**config.mk**
```make
export PLATFORM = sky130hd
export DESIGN_NAME = load_buffer
export DESIGN_NICKNAME = d
export VERILOG_FILES = /design/src/rtl/load_buffer_pkg.sv /design/src/rtl/load_buffer_fifo.sv /design/src/rtl/load_buffer.sv
export SDC_FILE = /design/constraint.sdc
export NUM_CORES = 1
export LEC_CHECK = 0
export CORE_UTILIZATION = 60
export CTS_CLUSTER_SIZE = 20
export DETAILED_ROUTE_END_ITERATION = 10
export DONT_BUFFER_PORTS = 1
export GPL_TIMING_DRIVEN = 0
export PLACE_DENSITY = 0.81
export SLEW_MARGIN = 5
export SYNTH_ARGS = -nofsm -noshare
export SYNTH_HDL_FRONTEND = slang
export SYNTH_SLANG_ARGS = --single-unit
```
**constraint.sdc**
```tcl
create_clock -name clk_in -period 9.2 [get_ports clk_in]
set_clock_uncertainty 0.05 [all_clocks]
set_input_delay 1.84 -clock clk_in [delete_from_list [all_inputs] [get_ports clk_in]]
set_output_delay 1.84 -clock clk_in [all_outputs]
set_load 0.02 [all_outputs]
```
**src/rtl/load_buffer_pkg.sv**
```systemverilog
// Types and constants shared between the load buffer, its queue, the ROB and the data memory.
package load_buffer_pkg;

   localparam int unsigned ROB_IX_W   = 3;
   localparam int unsigned DATA_DEPTH = 64;

   typedef struct packed {
      logic [ROB_IX_W-1:0] rob_ix;
      logic [31:0]         addr;
   } lb_entry_t;

   typedef enum logic [1:0] {
      LB_IDLE,
      LB_ISSUE,
      LB_WAIT,
      LB_HOLD
   } lb_state_t;

   // Effective byte address; wraps modulo 2^32 by construction.
   function automatic logic [31:0] eff_addr(input logic [31:0] base, input logic [31:0] offset);
      return base + offset;
   endfunction

endpackage

```
**src/rtl/load_buffer_fifo.sv**
```systemverilog
// Program-order queue of pending loads, with pointer-MSB full/empty detection and flush.
module load_buffer_fifo
   import load_buffer_pkg::*;
#(
   parameter int unsigned DEPTH = 4
) (
   input  logic      clk,
   input  logic      rst,
   input  logic      flush,
   input  logic      push,
   input  lb_entry_t push_data,
   input  logic      pop,
   output lb_entry_t head,
   output logic      full,
   output logic      empty
);

   localparam int unsigned PW    = $clog2(DEPTH);
   localparam int unsigned PTR_W = PW + 1;

   logic [PTR_W-1:0] wr_ptr_q;
   logic [PTR_W-1:0] rd_ptr_q;
   lb_entry_t        mem_q [DEPTH];
   logic             do_push;
   logic             do_pop;

   assign empty = (wr_ptr_q == rd_ptr_q);
   assign full  = (wr_ptr_q[PW] != rd_ptr_q[PW]) && (wr_ptr_q[PW-1:0] == rd_ptr_q[PW-1:0]);

   // Flush wins over both ends of the queue.
   assign do_push = push && !full && !flush;
   assign do_pop  = pop && !empty && !flush;

   always_ff @(posedge clk or posedge rst) begin
      if (rst) begin
         wr_ptr_q <= '0;
         rd_ptr_q <= '0;
      end else if (flush) begin
         wr_ptr_q <= '0;
         rd_ptr_q <= '0;
      end else begin
         if (do_push) begin
            wr_ptr_q <= wr_ptr_q + PTR_W'(1);
         end
         if (do_pop) begin
            rd_ptr_q <= rd_ptr_q + PTR_W'(1);
         end
      end
   end

   always_ff @(posedge clk) begin
      if (do_push) begin
         mem_q[wr_ptr_q[PW-1:0]] <= push_data;
      end
   end

   assign head = mem_q[rd_ptr_q[PW-1:0]];

endmodule

```
**src/rtl/load_buffer.sv**
```systemverilog
// Load-side memory responder: queues issued loads, reads the data BRAM one at a time and
// holds each result on a valid/read handshake towards the CDB writer.
module load_buffer #(
   parameter int unsigned DEPTH       = 4,
   parameter int unsigned DATA_DEPTH  = load_buffer_pkg::DATA_DEPTH,
   parameter int unsigned MEM_LATENCY = 2
) (
   input  logic                                  clk_in,
   input  logic                                  rst_in,
   input  logic                                  valid_in,
   input  logic [31:0]                           rval1_in,
   input  logic [31:0]                           rval2_in,
   input  logic [load_buffer_pkg::ROB_IX_W-1:0]  rob_ix_in,
   output logic                                  ready_out,
   input  logic                                  flush_in,
   output logic                                  mem_en_out,
   output logic [$clog2(DATA_DEPTH)-1:0]         mem_addr_out,
   input  logic [31:0]                           mem_data_in,
   output logic                                  valid_out,
   input  logic                                  read_in,
   output logic [load_buffer_pkg::ROB_IX_W-1:0]  rob_ix_out,
   output logic [31:0]                           data_out,
   output logic [31:0]                           addr_out
);

   import load_buffer_pkg::*;

   localparam int unsigned AW = $clog2(DATA_DEPTH);
   localparam int unsigned CW = $clog2(MEM_LATENCY + 1);

   lb_state_t       state_q, state_d;
   logic [CW-1:0]   cnt_q, cnt_d;
   logic            mem_en_q, mem_en_d;
   logic [AW-1:0]   mem_addr_q, mem_addr_d;
   logic            valid_q, valid_d;
   lb_entry_t       inflight_q, inflight_d;
   lb_entry_t       result_q, result_d;
   logic [31:0]     data_q, data_d;

   logic            fifo_full;
   logic            fifo_empty;
   logic            fifo_pop;
   lb_entry_t       fifo_head;
   lb_entry_t       push_entry;

   assign push_entry = '{rob_ix: rob_ix_in, addr: eff_addr(rval1_in, rval2_in)};
   assign ready_out  = !fifo_full;

   load_buffer_fifo #(
      .DEPTH (DEPTH)
   ) u_fifo (
      .clk       (clk_in),
      .rst       (rst_in),
      .flush     (flush_in),
      .push      (valid_in),
      .push_data (push_entry),
      .pop       (fifo_pop),
      .head      (fifo_head),
      .full      (fifo_full),
      .empty     (fifo_empty)
   );

   always_comb begin
      state_d    = state_q;
      cnt_d      = cnt_q;
      mem_en_d   = 1'b0;
      mem_addr_d = mem_addr_q;
      valid_d    = valid_q;
      inflight_d = inflight_q;
      result_d   = result_q;
      data_d     = data_q;
      fifo_pop   = 1'b0;

      unique case (state_q)
         LB_IDLE: begin
            if (!fifo_empty && !valid_q) begin
               state_d    = LB_ISSUE;
               mem_en_d   = 1'b1;
               mem_addr_d = fifo_head.addr[AW+1:2];
               inflight_d = fifo_head;
               fifo_pop   = 1'b1;
               cnt_d      = CW'(MEM_LATENCY);
            end
         end
         LB_ISSUE: begin
            state_d = LB_WAIT;
            cnt_d   = cnt_q - CW'(1);
         end
         LB_WAIT: begin
            // Counter reaching zero lines up with the BRAM output of the issued read.
            if (cnt_q == '0) begin
               state_d  = LB_HOLD;
               valid_d  = 1'b1;
               data_d   = mem_data_in;
               result_d = inflight_q;
            end else begin
               cnt_d = cnt_q - CW'(1);
            end
         end
         LB_HOLD: begin
            if (read_in) begin
               state_d = LB_IDLE;
               valid_d = 1'b0;
            end
         end
         default: begin
            state_d = LB_IDLE;
         end
      endcase

      if (flush_in) begin
         state_d  = LB_IDLE;
         valid_d  = 1'b0;
         mem_en_d = 1'b0;
         cnt_d    = '0;
         fifo_pop = 1'b0;
      end
   end

   always_ff @(posedge clk_in or posedge rst_in) begin
      if (rst_in) begin
         state_q    <= LB_IDLE;
         cnt_q      <= '0;
         mem_en_q   <= 1'b0;
         mem_addr_q <= '0;
         valid_q    <= 1'b0;
         inflight_q <= '0;
         result_q   <= '0;
         data_q     <= '0;
      end else begin
         state_q    <= state_d;
         cnt_q      <= cnt_d;
         mem_en_q   <= mem_en_d;
         mem_addr_q <= mem_addr_d;
         valid_q    <= valid_d;
         inflight_q <= inflight_d;
         result_q   <= result_d;
         data_q     <= data_d;
      end
   end

   assign mem_en_out   = mem_en_q;
   assign mem_addr_out = mem_addr_q;
   assign valid_out    = valid_q;
   assign rob_ix_out   = result_q.rob_ix;
   assign addr_out     = result_q.addr;
   assign data_out     = data_q;

endmodule

```
==> key figures <==
Critical path
  • CP delay by family, top: compound AO/OA/AOI/OAI gates
  • Reg2Reg Setup Slack: 6.55 ns
  • Register-to-Register Path Depth: 8
  • FF-to-FF Start: u_fifo.rd_ptr_q[1]
  • Critical setup path kind: in2reg
  • FF-to-FF End: u_fifo.mem_q[0][23]
  • Critical Path Start: rval1_in[4]
  • CP max FO: 5
  • Critical Path Most Common Cell: nand3_1
  • Max incr delay on CP: 0.77 ns
  • Worst setup EP type: flip-flop
  • CP Data Required Time: ~9.4 ns
  • Critical Path AT: ~4.3 ns
  • Slowest CP cell: o311ai_1
  • Worst-path cell chain: ha_1 -> nand3_1 -> o211ai_2 -> a31oi_4 -> o311ai_1 -> nand3_1 -> a21oi_1
  • Crit path buf inv count: 0
  • Startpoint types: input port

Detailed routing
  • Initial DRC count: 403
  • Post-DRT Antenna Nets: 0
  • Routed len/inst: 22.4 um
  • First-pass DRT Iterations: 5
  • Drc violations: 0
  • Vias post-DR: 6,667
  • Drt total wl: 23.5 mm
  • Vias per inst: 6.36

Synth
  • Synthesized flop and latch total: 254
  • Synth Cell Area: 0.0115 mm2
  • Mapped Cells: 769
  • FFs w/ async S/R, synth: 44.9%
  • Post-synthesis area per instance: 15.0 um2
  • Syn_nets: 915
  • Register area share after synthesis: 61.1%
  • Netlist cell types: 71
  • YS warnings: 0
  • Number of synthesized flops with an enable pin: 140
  • Predominant post-synthesis flop cell: edfxtp_1

Timing
  • Final WS setup: roughly 5.1 ns
  • Final period util: 44.4%
  • FMAX: about 240 MHz
  • Tightest Pin Transition: 0.842 ns
  • Slew Viols, Final: 0
  • Worst slew margin: between 40% and 50%
  • Setup TNS: 0 ns
  • Post-route minimum period: slightly above 4 ns
  • Unrepaired setup endpoints after global routing: false
  • Final Hold Fails: 0
  • Final setup viols: 0

GRT
  • Largest net degree at the start of global routing: 67
  • First-pass GRT wire length: 36.8 mm
  • GRT Total Usage: 24.2%
  • Vias in the first global route: 6,930
  • Grt ovf: 0
  • Initial antenna violation count: 0

Worst hold path
  • Hold WC Path Type: reg2reg
  • Hold path endpoint: inflight_q[27]
  • Hold path startpoint: inflight_q[27]
  • Hold Path Depth: 1

Outcome
  • Status: completed

Layout
  • Nets: between 900 and 1,000
  • ANT cells: 0
  • Share of cells above drive strength 1: 26.3%
  • Area growth syn-to-layout: 9.67%

CTS
  • Post-CTS resize count: 0
  • CTS buffer count: 23
  • H-tree depth reported by CTS: 1
  • Clock Latency Late Sink: roughly 0.50 ns
  • Total clock sinks: roughly 250
  • CTS tree: done
  • Bufs on Longest Clock Path: 3
  • Post-CTS Setup Bufs: 0
  • Clk pin slew, worst setup/hold paths: 0.06 ns
  • CTS root buf: clkbuf_16
  • Cts hold-fix bufs: 0

Floorplan
  • Area of the core: about 0.019 mm2
  • Total die area: 0.0198 mm2
  • Die extent in y: 141 um
  • I/O Pins: 180
  • Die X-Extent: 141 um
  • Initial Util: 61.5%
  • Rows: 50

Place
  • Gpl congestion: approximately 0.93
  • PortBufs: 0
  • Hpwl dp: 16.4 mm
  • Pre-CTS setup slack: 4.70 ns

Power
  • Leak: around 4.8 nW
  • VDD IR-drop max: approximately 140 uV
  • Cell Pwr Density: approximately 300 mW/mm2

Flow run
  • Number of max-cap violations: 0
==> stage by stage <==
stage          total power [mW]  hold slack, ns  cells  utilization (%)  area [um2]
6_report                   3.77           0.455   1049             67.4       12700
4_1_cts                    3.80           0.457   1049             67.4       12700
3_5_place_dp               2.89           0.447   1008             63.7       12000
3_3_place_gp               2.82           0.435   1003             63.1       11800
2_1_floorplan              2.64           0.427    769                -       11500
5_1_grt                    3.94           0.471   1049             67.4       12700
==> power by group <==
part / internal [mW] / switching, mW
Combinational: 0.520 / 0.480
Sequential: 1.51 / 0.366
Clock: 0.500 / 0.387
==> sequential cells by signal, indices dropped and copies added (netlist names) <==
| register | count |
|---|---|
| u_fifo.wr_ptr_q | 3 |
| addr_out | 32 |
| state_q | 2 |
| u_fifo.mem_q | 140 |
| rob_ix_out | 3 |
| cnt_q | 2 |
| inflight_q | 30 |
| mem_addr_out | 5 |
| valid_out | 1 |
| u_fifo.rd_ptr_q | 3 |
| data_out | 32 |
| mem_en_out | 1 |
==> logic make-up after synthesis <==
logic type	after synthesis	share of synthesized area, %
XOR/XNOR	32	2.43
AO/OA/AOI/OAI	115	7.05
AND/OR/NAND/NOR	127	5.26
flip-flops	254	61.1
buffers and inverters	58	2.34
adder cells (fa/ha/maj)	42	4.62
multiplexers	141	17.2
==> cell type report <==
type | count | area [um2]
Fill cell | 1255 | 6110
Multi-Input combinational cell | 457 | 4220
Buffer | 37 | 191
Sequential cell | 254 | 7060
Clock inverter | 11 | 55.1
Clock buffer | 30 | 653
Inverter | 21 | 81.3
Tap cell | 234 | 293
Timing Repair Buffer | 5 | 108
==> worst max-delay path by stage <==
stage	endpoint	slack (ns)	depth (start not counted)
after floorplan	addr_out[0]	4.29	1
after global placement	inflight_q[10]	3.32	1
after detailed placement	u_fifo.mem_q[0][31]	4.70	7
after CTS	u_fifo.mem_q[3][31]	5.19	7
after global routing	u_fifo.mem_q[0][31]	5.04	8
final	u_fifo.mem_q[3][31]	5.12	7
==> Yosys cell counts, types with 4 or more instances <==
master,number,area (um2)
a211oi_1,4,30.0
a21o_1,9,67.6
a21oi_1,33,165
a31oi_1,4,25.0
and2_1,5,31.3
buf_1,8,30.0
buf_2,11,55.1
buf_4,8,60.1
clkbuf_1,8,30.0
dfrtp_1,114,2850
edfxtp_1,140,4200
ha_1,41,513
inv_1,21,78.8
mux2_2,102,1150
mux4_2,35,788
nand2_1,36,135
nand3_1,20,100
nor2_1,31,116
nor2b_1,4,25.0
nor3_1,7,35.0
nor4_1,5,31.3
o211a_1,4,40.0
o211ai_1,4,30.0
o21ai_0,17,85.1
xnor2_1,17,149
xor2_1,15,131
==> per-layer routing <==
layer	global-route usage [%]	share of wire (%)	vias up
li1	-	-	2989
met1	30.4	40	3387
met2	43.4	52	258
met3	3.87	5.6	33
met4	7.55	2.1	0
met5	0	0	-
==> cells in the final DEF (no fill, tap or decap), drive strengths merged, types with 20 or more instances in the layout <==
cell    synthesis  routed
edfxtp        140     140
dfrtp         114     114
mux2          103     103
ha             41      41
clkbuf          9      39
nand2          36      36
mux4           35      35
a21oi          34      34
buf            28      33
nor2           31      31
inv            21      22
nand3          20      20
Note: power is estimated with default switching activity, not from simulation.
